**config.mk**
```make
export PLATFORM = sky130hd
export DESIGN_NAME = srv_line_fill_flat
export DESIGN_NICKNAME = d
export VERILOG_FILES = /design/src/rtl/srv_line_fill_if.sv /design/src/rtl/srv_line_fill.sv /design/src/flat_wrapper.sv
export SDC_FILE = /design/constraint.sdc
export NUM_CORES = 1
export LEC_CHECK = 0
export ABC_AREA = 1
export CORE_MARGIN = 8
export CORE_UTILIZATION = 46
export DETAILED_ROUTE_END_ITERATION = 8
export PLACE_DENSITY = 0.7
export REMOVE_ABC_BUFFERS = 1
export SETUP_SLACK_MARGIN = 0.15
export SYNTH_ARGS = -nofsm -noshare
export SYNTH_HDL_FRONTEND = slang
export SYNTH_SLANG_ARGS = --single-unit
```
**constraint.sdc**
```tcl
create_clock -name clk -period 3 [get_ports clk]
set_clock_uncertainty 0.15 [all_clocks]
set_input_delay 0.75 -clock clk [delete_from_list [all_inputs] [get_ports clk]]
set_output_delay 0.75 -clock clk [all_outputs]
set_load 0.02 [all_outputs]
```
**src/rtl/srv_line_fill_if.sv**
```systemverilog
// Bus bundle for the line-refill engine.
// It carries the cache miss port and the word-wide instruction memory port.
interface srv_line_fill_if;
   logic         fill_req_i;
   logic [31:0]  fill_addr_i;
   logic         fill_rsp_o;
   logic [127:0] fill_data_o;
   logic         mem_req_o;
   logic [31:0]  mem_addr_o;
   logic         mem_ack_i;
   logic [31:0]  mem_rdata_i;
   logic         busy_o;
   logic         fill_err_o;

   modport slave (
      input  fill_req_i, fill_addr_i, mem_ack_i, mem_rdata_i,
      output fill_rsp_o, fill_data_o, mem_req_o, mem_addr_o, busy_o, fill_err_o
   );

   modport master (
      output fill_req_i, fill_addr_i, mem_ack_i, mem_rdata_i,
      input  fill_rsp_o, fill_data_o, mem_req_o, mem_addr_o, busy_o, fill_err_o
   );
endinterface

```
**src/rtl/srv_line_fill.sv**
```systemverilog
// Line-refill engine: fetches four sequential words and returns a 128-bit line.
// A per-beat watchdog pads lost beats with NOP_WORD and raises a sticky error.
module srv_line_fill #(
   parameter int          BYTE_ADDR   = 0,
   parameter int          TIMEOUT_CYC = 64,
   parameter logic [31:0] NOP_WORD    = 32'h0000_0013
) (
   input  logic           clk,
   input  logic           rst_n,
   srv_line_fill_if.slave bus
);

   localparam int WDOG_W = (TIMEOUT_CYC > 0) ? $clog2(TIMEOUT_CYC + 1) : 1;
   localparam logic [WDOG_W-1:0] WDOG_LAST = (TIMEOUT_CYC > 0) ? WDOG_W'(TIMEOUT_CYC - 1) : '0;
   localparam logic [WDOG_W-1:0] WDOG_ONE  = WDOG_W'(1);

   typedef enum logic [1:0] {
      ST_IDLE = 2'd0,
      ST_REQ  = 2'd1,
      ST_RSP  = 2'd2
   } state_t;

   state_t              state_r, state_nxt_s;
   logic [1:0]          beat_r, beat_nxt_s;
   logic [WDOG_W-1:0]   wdog_r, wdog_nxt_s;
   logic [31:0]         base_r, base_nxt_s;
   logic [127:0]        line_r, line_nxt_s;
   logic [127:0]        data_r, data_nxt_s;
   logic [31:0]         addr_r, addr_nxt_s;
   logic                err_r, err_nxt_s;
   logic                rsp_r, rsp_nxt_s;
   logic                req_r, busy_r;

   // The byte-address form drops word-address bits [31:30].
   function automatic logic [31:0] fmt_addr(input logic [31:0] word_addr);
      if (BYTE_ADDR != 0) begin
         fmt_addr = {word_addr[29:0], 2'b00};
      end else begin
         fmt_addr = word_addr;
      end
   endfunction

   // State register.
   always_ff @(posedge clk or negedge rst_n) begin
      if (!rst_n) begin
         state_r <= ST_IDLE;
      end else begin
         state_r <= state_nxt_s;
      end
   end

   // Next-state and datapath update.
   always_comb begin
      state_nxt_s = state_r;
      beat_nxt_s  = beat_r;
      wdog_nxt_s  = wdog_r;
      base_nxt_s  = base_r;
      line_nxt_s  = line_r;
      data_nxt_s  = data_r;
      addr_nxt_s  = addr_r;
      err_nxt_s   = err_r;
      rsp_nxt_s   = 1'b0;
      case (state_r)
         ST_IDLE: begin
            if (bus.fill_req_i) begin
               state_nxt_s = ST_REQ;
               base_nxt_s  = {bus.fill_addr_i[31:2], 2'b00};
               beat_nxt_s  = 2'd0;
               wdog_nxt_s  = '0;
               line_nxt_s  = '0;
               addr_nxt_s  = fmt_addr({bus.fill_addr_i[31:2], 2'b00});
            end else begin
               state_nxt_s = ST_IDLE;
            end
         end
         ST_REQ: begin
            if (bus.mem_ack_i) begin
               line_nxt_s[{beat_r, 5'b00000} +: 32] = bus.mem_rdata_i;
               wdog_nxt_s = '0;
               if (beat_r == 2'd3) begin
                  state_nxt_s = ST_RSP;
                  rsp_nxt_s   = 1'b1;
                  data_nxt_s  = line_nxt_s;
               end else begin
                  beat_nxt_s = beat_r + 2'd1;
                  addr_nxt_s = fmt_addr({base_r[31:2], beat_r + 2'd1});
               end
            end else if ((TIMEOUT_CYC != 0) && (wdog_r == WDOG_LAST)) begin
               // Dead memory: pad the current and all later beats.
               for (int i = 0; i < 4; i++) begin
                  line_nxt_s[32*i +: 32] = (2'(i) >= beat_r) ? NOP_WORD : line_r[32*i +: 32];
               end
               err_nxt_s   = 1'b1;
               wdog_nxt_s  = '0;
               state_nxt_s = ST_RSP;
               rsp_nxt_s   = 1'b1;
               data_nxt_s  = line_nxt_s;
            end else if (TIMEOUT_CYC != 0) begin
               wdog_nxt_s = wdog_r + WDOG_ONE;
            end else begin
               wdog_nxt_s = wdog_r;
            end
         end
         ST_RSP: begin
            state_nxt_s = ST_IDLE;
            wdog_nxt_s  = '0;
         end
         default: begin
            state_nxt_s = ST_IDLE;
            wdog_nxt_s  = '0;
         end
      endcase
   end

   // Datapath and registered outputs.
   always_ff @(posedge clk or negedge rst_n) begin
      if (!rst_n) begin
         beat_r <= 2'd0;
         wdog_r <= '0;
         base_r <= 32'h0000_0000;
         line_r <= '0;
         data_r <= '0;
         addr_r <= 32'h0000_0000;
         err_r  <= 1'b0;
         rsp_r  <= 1'b0;
         req_r  <= 1'b0;
         busy_r <= 1'b0;
      end else begin
         beat_r <= beat_nxt_s;
         wdog_r <= wdog_nxt_s;
         base_r <= base_nxt_s;
         line_r <= line_nxt_s;
         data_r <= data_nxt_s;
         addr_r <= addr_nxt_s;
         err_r  <= err_nxt_s;
         rsp_r  <= rsp_nxt_s;
         req_r  <= (state_nxt_s == ST_REQ);
         busy_r <= (state_nxt_s != ST_IDLE);
      end
   end

   assign bus.fill_rsp_o  = rsp_r;
   assign bus.fill_data_o = data_r;
   assign bus.mem_req_o   = req_r;
   assign bus.mem_addr_o  = addr_r;
   assign bus.busy_o      = busy_r;
   assign bus.fill_err_o  = err_r;

endmodule

```
**src/flat_wrapper.sv**
```systemverilog
// flat-port wrapper written by rule: the top's interface ports become plain ports
module srv_line_fill_flat 
#(
   parameter int          BYTE_ADDR   = 0,
   parameter int          TIMEOUT_CYC = 64,
   parameter logic [31:0] NOP_WORD    = 32'h0000_0013
)
  (clk, rst_n, bus_fill_req_i, bus_fill_addr_i, bus_mem_ack_i, bus_mem_rdata_i, bus_fill_rsp_o, bus_fill_data_o, bus_mem_req_o, bus_mem_addr_o, bus_busy_o, bus_fill_err_o);
  srv_line_fill_if bus_i ();
  input  logic clk;
  input  logic rst_n;
  input wire logic [$bits(bus_i.fill_req_i)-1:0] bus_fill_req_i;
  input wire logic [$bits(bus_i.fill_addr_i)-1:0] bus_fill_addr_i;
  input wire logic [$bits(bus_i.mem_ack_i)-1:0] bus_mem_ack_i;
  input wire logic [$bits(bus_i.mem_rdata_i)-1:0] bus_mem_rdata_i;
  output wire logic [$bits(bus_i.fill_rsp_o)-1:0] bus_fill_rsp_o;
  output wire logic [$bits(bus_i.fill_data_o)-1:0] bus_fill_data_o;
  output wire logic [$bits(bus_i.mem_req_o)-1:0] bus_mem_req_o;
  output wire logic [$bits(bus_i.mem_addr_o)-1:0] bus_mem_addr_o;
  output wire logic [$bits(bus_i.busy_o)-1:0] bus_busy_o;
  output wire logic [$bits(bus_i.fill_err_o)-1:0] bus_fill_err_o;
  assign bus_i.fill_req_i = bus_fill_req_i;
  assign bus_i.fill_addr_i = bus_fill_addr_i;
  assign bus_i.mem_ack_i = bus_mem_ack_i;
  assign bus_i.mem_rdata_i = bus_mem_rdata_i;
  assign bus_fill_rsp_o = bus_i.fill_rsp_o;
  assign bus_fill_data_o = bus_i.fill_data_o;
  assign bus_mem_req_o = bus_i.mem_req_o;
  assign bus_mem_addr_o = bus_i.mem_addr_o;
  assign bus_busy_o = bus_i.busy_o;
  assign bus_fill_err_o = bus_i.fill_err_o;
  srv_line_fill #(.BYTE_ADDR(BYTE_ADDR), .TIMEOUT_CYC(TIMEOUT_CYC), .NOP_WORD(NOP_WORD)) u_core (.clk(clk), .rst_n(rst_n), .bus(bus_i));
endmodule
```
# Word level (Yosys, flattened, before mapping)
# Cells that the tools add are included.
[classes]
add_sub_neg = 3
shift = 2
bitwise_logic = 1
magnitude_cmp = 4
muxes = 32
n_eq_ne = 9
reduce_logical = 9
[ops]
columns = ["cell", "count"]
rows = [
  ["2-to-1 mux 128 bit", 5],
  ["one-hot mux 128 bit (2 select lines)", 1],
  ["2-to-1 mux 32 bit", 7],
  ["bitwise mux 128 bit", 1],
  ["variable shift 32 x 9 -> 128 bit (first input constant)", 1],
  ["indexed part select 32 x 9 -> 128 bit", 1],
  ["one-hot mux 32 bit (2 select lines)", 1],
  ["2-to-1 mux 7 bit", 3],
  ["one-hot mux 7 bit (2 select lines)", 1],
  ["2-to-1 mux 2 bit", 6],
  ["negation 7 -> 9 bit", 1],
  ["AND reduction 3 bit", 3],
  ["one-hot mux 2 bit (2 select lines)", 2],
  ["adder 7 x 1 -> 7 bit (second input constant)", 1],
  ["== test 7 x 6 -> 1 bit (second input constant)", 1],
  ["inequality test 2 bit (second input constant)", 3],
  ["nonzero test 2 bit", 3],
  ["2-to-1 mux 1 bit", 5],
  ["== test 2 x 1 -> 1 bit (second input constant)", 2],
  [">= comparator 1 x 2 -> 1 bit (first input constant)", 2],
  [">= comparator 2 bit (first input constant)", 2],
  ["AND reduction 4 bit", 1],
  ["inequality test 3 x 2 -> 1 bit (second input constant)", 1],
  ["adder 2 x 1 -> 2 bit (second input constant)", 1],
  ["5 further kinds", 5],
]
[totals]
register_bits = 333
elab_cells = 71
output_inout_bits = 164
inputBits = 68

# Logic depth before layout (Yosys ltp)
[depth]
ltp_word = 5
ltp_mapped = 13
mapped_depth_nobuf = 10

# Worst setup path before layout
# Ideal clock, no wire load.
[synth_timing]
kind = "register to register"
from = "register, netlist name u_core.bus.mem_addr_o[0]"
to = "register u_core.line_r[106]"
slack_ns = 0.506
t_arrival_ns = 2.262
n_path_buf = 3
setup_time_ns = 0.083
required_time_ns = 2.767
stages_incl_launch_ff = 13
synth_period_minus_slack_ns = 2.494
cell_sequence = "dfrtp_1 buf_2 inv_1 clkbuf_1 ha_1 inv_1 nand3_1 inv_1 buf_2 nand3_1 o21ai_0 nand2_1 o21ai_0"
[synth_lines]
columns = ["element", "line_no", "text"]
rows = [
  ["end signal, assigned", "srv_line_fill.sv:132", "line_r <= line_nxt_s;"],
  ["end, declared", "srv_line_fill.sv:27", "logic [127:0] line_r, line_nxt_s;"],
]

# Worst setup path after layout
[layout_timing]
from = "register u_core.addr_r[0], in the netlist u_core.bus.mem_addr_o[0]"
to = "output bus_mem_addr_o[0]"
[layout_lines]
columns = ["element", "line_no", "text"]
rows = [
  ["start, declared", "srv_line_fill.sv:29", "logic [31:0] addr_r, addr_nxt_s;"],
  ["start signal, assigned", "srv_line_fill.sv:134", "addr_r <= addr_nxt_s;"],
  ["end, declared", "flat_wrapper.sv:19", "output wire logic [$bits(bus_i.mem_addr_o)-1:0] bus_mem_addr_o;"],
]
# No word-level cell between the ends.

==> metrics.md <==
| Metric | Value |
|---|---|
| CTS root buf | `clkbuf_16` |
| Crit path required time | `2.10 ns` |
| Unrepaired setup endpoints after global routing | `no` |
| Port Buf Inserts | `approximately 230` |
| Worst-Margin Slew | `~0.91 ns` |
| Skew-Pair Late Insertion Delay | `0.53 ns` |
| CTS buffer count | `37` |
| Seq pwr share | `35.6%` |
| Max-cap violations | `0` |
| Initial cell density of the core | `46.9%` |
| Number of global-route vias before repair | `13400` |
| Clock power frac | `25.9%` |
| Final global-route overflow total | `0` |
| Synth warn | `0` |
| Max clock buf depth | `3` |
| NetSw | `roughly 0.0069 W` |
| Layout cells sized above 1 | `under 10%` |
| Post-synthesis sequential area ratio | `54.2%` |
| H-Tree Depth | `2` |
| Routed vias/inst | `5.32` |
| Combinational power share | `around two fifths` |
| Setup WS post-layout | `approximately 0.28 ns` |
| Crit. End Element | `primary output` |
| Initial antenna violation count | `2` |
| Fillcell total | `2882` |
| Peak supply drop | `0.620 mV` |
| Yosys top cell area share | `54.2%` |
| Reg2Reg Setup Slack | `0.36 ns` |
| Crit path launch type | `register` |
| Power Density | `907 mW/mm^2` |
| RD Place Congestion | `slightly below 0.9` |
| Max-slew violations | `0` |
| Final setup fails | `0` |
| Reg clk slew, reported paths | `0.06 ns` |
| Core area | `0.0326 sq mm` |
| Worst r2r src | `u_core.bus.mem_addr_o[1]` |
| Worst slack, placed | `0.341 ns` |
| DRT iter0 DRCs | `1394` |
| I/O pins | `232` |
| Ant diodes | `0` |
| Synth area leader | `dfrtp_1` |
| Synth area leaders | `dfrtp_1 54%, nand2_1 25%, nand3_1 5.4%` |
| Final wirelength | `45400 microns` |
| Sw Ratio | `39.9%` |
| Cell-internal power | `between 0.01 and 0.015 W` |
| Synth Cell Area | `approximately 0.015 sq mm` |
| F_max | `about 370 MHz` |
| DR pass1 iterations | `5` |
| Residual DRC count | `0` |
| First-pass GRT wire length | `72600 microns` |
| Die Width | `198 microns` |
| Via count | `13900` |
| Synth-to-layout area growth | `25.4%` |
| Hpwl dp | `28900 microns` |
| Max FO, Critical Path | `8` |
| Wire per inst | `between 15 and 20 microns` |
| Syn Area/Cell | `approximately 7.8 sq um` |
| CTS tree | `yes` |
| Arrival @ worst endpoint | `around 1.8 ns` |
| Final Cycle Share | `between 90 and 100%` |
| Status | `complete, no violations` |
| Final #Nets | `2223` |
| Lkg Pwr | `around 9.9 nW` |
| Flops & latches, synth | `~330` |
| Tot GR Track Use | `22.9%` |
| FF-to-FF path depth | `10` |
| Fin crit period | `2.72 ns` |
| Worst hold slack | `0.0342 ns` |
| CTS Hold Bufs | `0` |
| Yosys cell types | `32` |
| Final Hold Fails | `0` |
| Total setup buffers inserted after CTS | `0` |
| FP Rows | `66` |
| Largest net degree at the start of global routing | `roughly 130` |
| Routed Antenna Nets | `0` |
| Die area | `0.0393 sq mm` |
| Worst Setup Path Type | `register to primary output` |
| Die height | `198 microns` |
| Syn Inst Count | `~2000` |
| Rel. slew slack | `between 30% and 40%` |
| Worst Hold Class | `input port to asynchronous set/reset pin` |
| Sink Count | `331` |
| R2r endpoint | `u_core.bus.fill_data_o[106]` |
metal layers:
layer / part of all wire [%] / track usage [%]
met1: 43 / 31.3
met2: 46 / 36.3
met3: 8.6 / 5.01
met4: 2.5 / 6.39
met5: 0.062 / 0
Yosys cell counts, drive strengths merged:
cell    number
nor3         2
nand4       42
clkbuf      31
o22ai        5
nand3      166
a21boi       1
nor2        68
or2          1
clkinv       1
ha           7
a31o         1
inv         80
and3         1
a31oi       30
a21oi       20
o21ai       75
a22o         1
xor2         1
dfrtp      331
buf         93
nand2     1009
worst max-delay path by stage:
stage | start | endpoint | slack (ns) | cells after the start
2_1_floorplan | u_core.state_r[0] | u_core.bus.fill_data_o[100] | -2.15 | 6
3_3_place_gp | bus_fill_req_i | u_core.line_r[53] | 0.38 | 9
3_5_place_dp | u_core.bus.mem_addr_o[0] | u_core.bus.fill_data_o[106] | 0.34 | 10
4_1_cts | u_core.bus.mem_addr_o[0] | bus_mem_addr_o[0] | 0.16 | 2
5_1_grt | u_core.bus.mem_addr_o[0] | bus_mem_addr_o[0] | 0.21 | 2
6_report | u_core.bus.mem_addr_o[0] | bus_mem_addr_o[0] | 0.28 | 2
metrics by stage:
stage	total power [W]	TNS, ns	cell area [sq um]	util [%]	instances
2_1_floorplan	0.00961	-463.57	14600	-	1842
3_3_place_gp	0.0128	0	18000	55.1	2551
3_5_place_dp	0.0129	0	18000	55.1	2551
4_1_cts	0.0175	0	19200	58.8	2617
5_1_grt	0.0183	0	19200	58.8	2617
6_report	0.0174	0	19200	58.8	2617
flip-flops by register name, indices dropped and copies added, names as in the netlist, 2 cells and up:
name,count
u_core.line_r,128
u_core.wdog_r,7
u_core.state_r,2
u_core.base_r,30
u_core.bus.fill_data_o,128
u_core.bus.mem_addr_o,32
cells in the final DEF (no fill, tap or decap), types with 5 or more instances in the layout:
cell type / count
clkinv_2: 8
nand4_1: 42
nor2_2: 6
buf_12: 14
inv_2: 5
nand3_1: 166
o22ai_1: 5
dfrtp_1: 329
clkbuf_16: 37
nand2_1: 1001
clkdlybuf4s50_1: 227
inv_1: 75
clkbuf_8: 11
o21ai_0: 72
a31oi_1: 30
nor2_1: 60
nand2_2: 6
buf_4: 25
ha_1: 7
a21oi_1: 19
cells by family (layout without fill, tap and decap cells):
family                   Yosys count  in the layout  synth area share, %
adder cells (fa/ha/maj)            7              7                0.573
AO/OA/AOI/OAI                    133            133                 4.80
flip-flops                       331            331                 54.2
XOR/XNOR                           1              1               0.0573
buffers and inverters            205            414                 6.36
AND/OR/NAND/NOR                 1289           1289                 34.1
power groups by stage:
| stage | sequential [W] | clock [W] | combinational [W] |
|---|---|---|---|
| 2_1_floorplan | 0.00694 | 0 | 0.00267 |
| 3_3_place_gp | 0.00620 | 0 | 0.00661 |
| 3_5_place_dp | 0.00622 | 0 | 0.00670 |
| 4_1_cts | 0.00617 | 0.00458 | 0.00673 |
| 5_1_grt | 0.00629 | 0.00479 | 0.00726 |
| 6_report | 0.00618 | 0.00450 | 0.00671 |
critical path, cell delays in order, from the launching register on:
cell and delay (ns):
dfrtp_2 0.46, buf_4 0.19, clkdlybuf4s50_1 0.63
timing repair:
action / CTS / global route
endpoints found under the setup margin: 0 / 8
endpoints found under the hold margin: 0 / 0
resized for setup: 0 / 1
layout make-up:
type | count | area [sq um] | share of cell area (%)
Multi-Input combinational cell | 1430 | 6060 | 31.6
Timing Repair Buffer | 267 | 2760 | 14.4
Tap cell | 442 | 553 | 2.88
Inverter | 81 | 305 | 1.59
Clock inverter | 14 | 131 | 0.685
Clock buffer | 52 | 1090 | 5.69
Sequential cell | 331 | 8290 | 43.2
No activity file was read; power rests on OpenSTA's default activity.
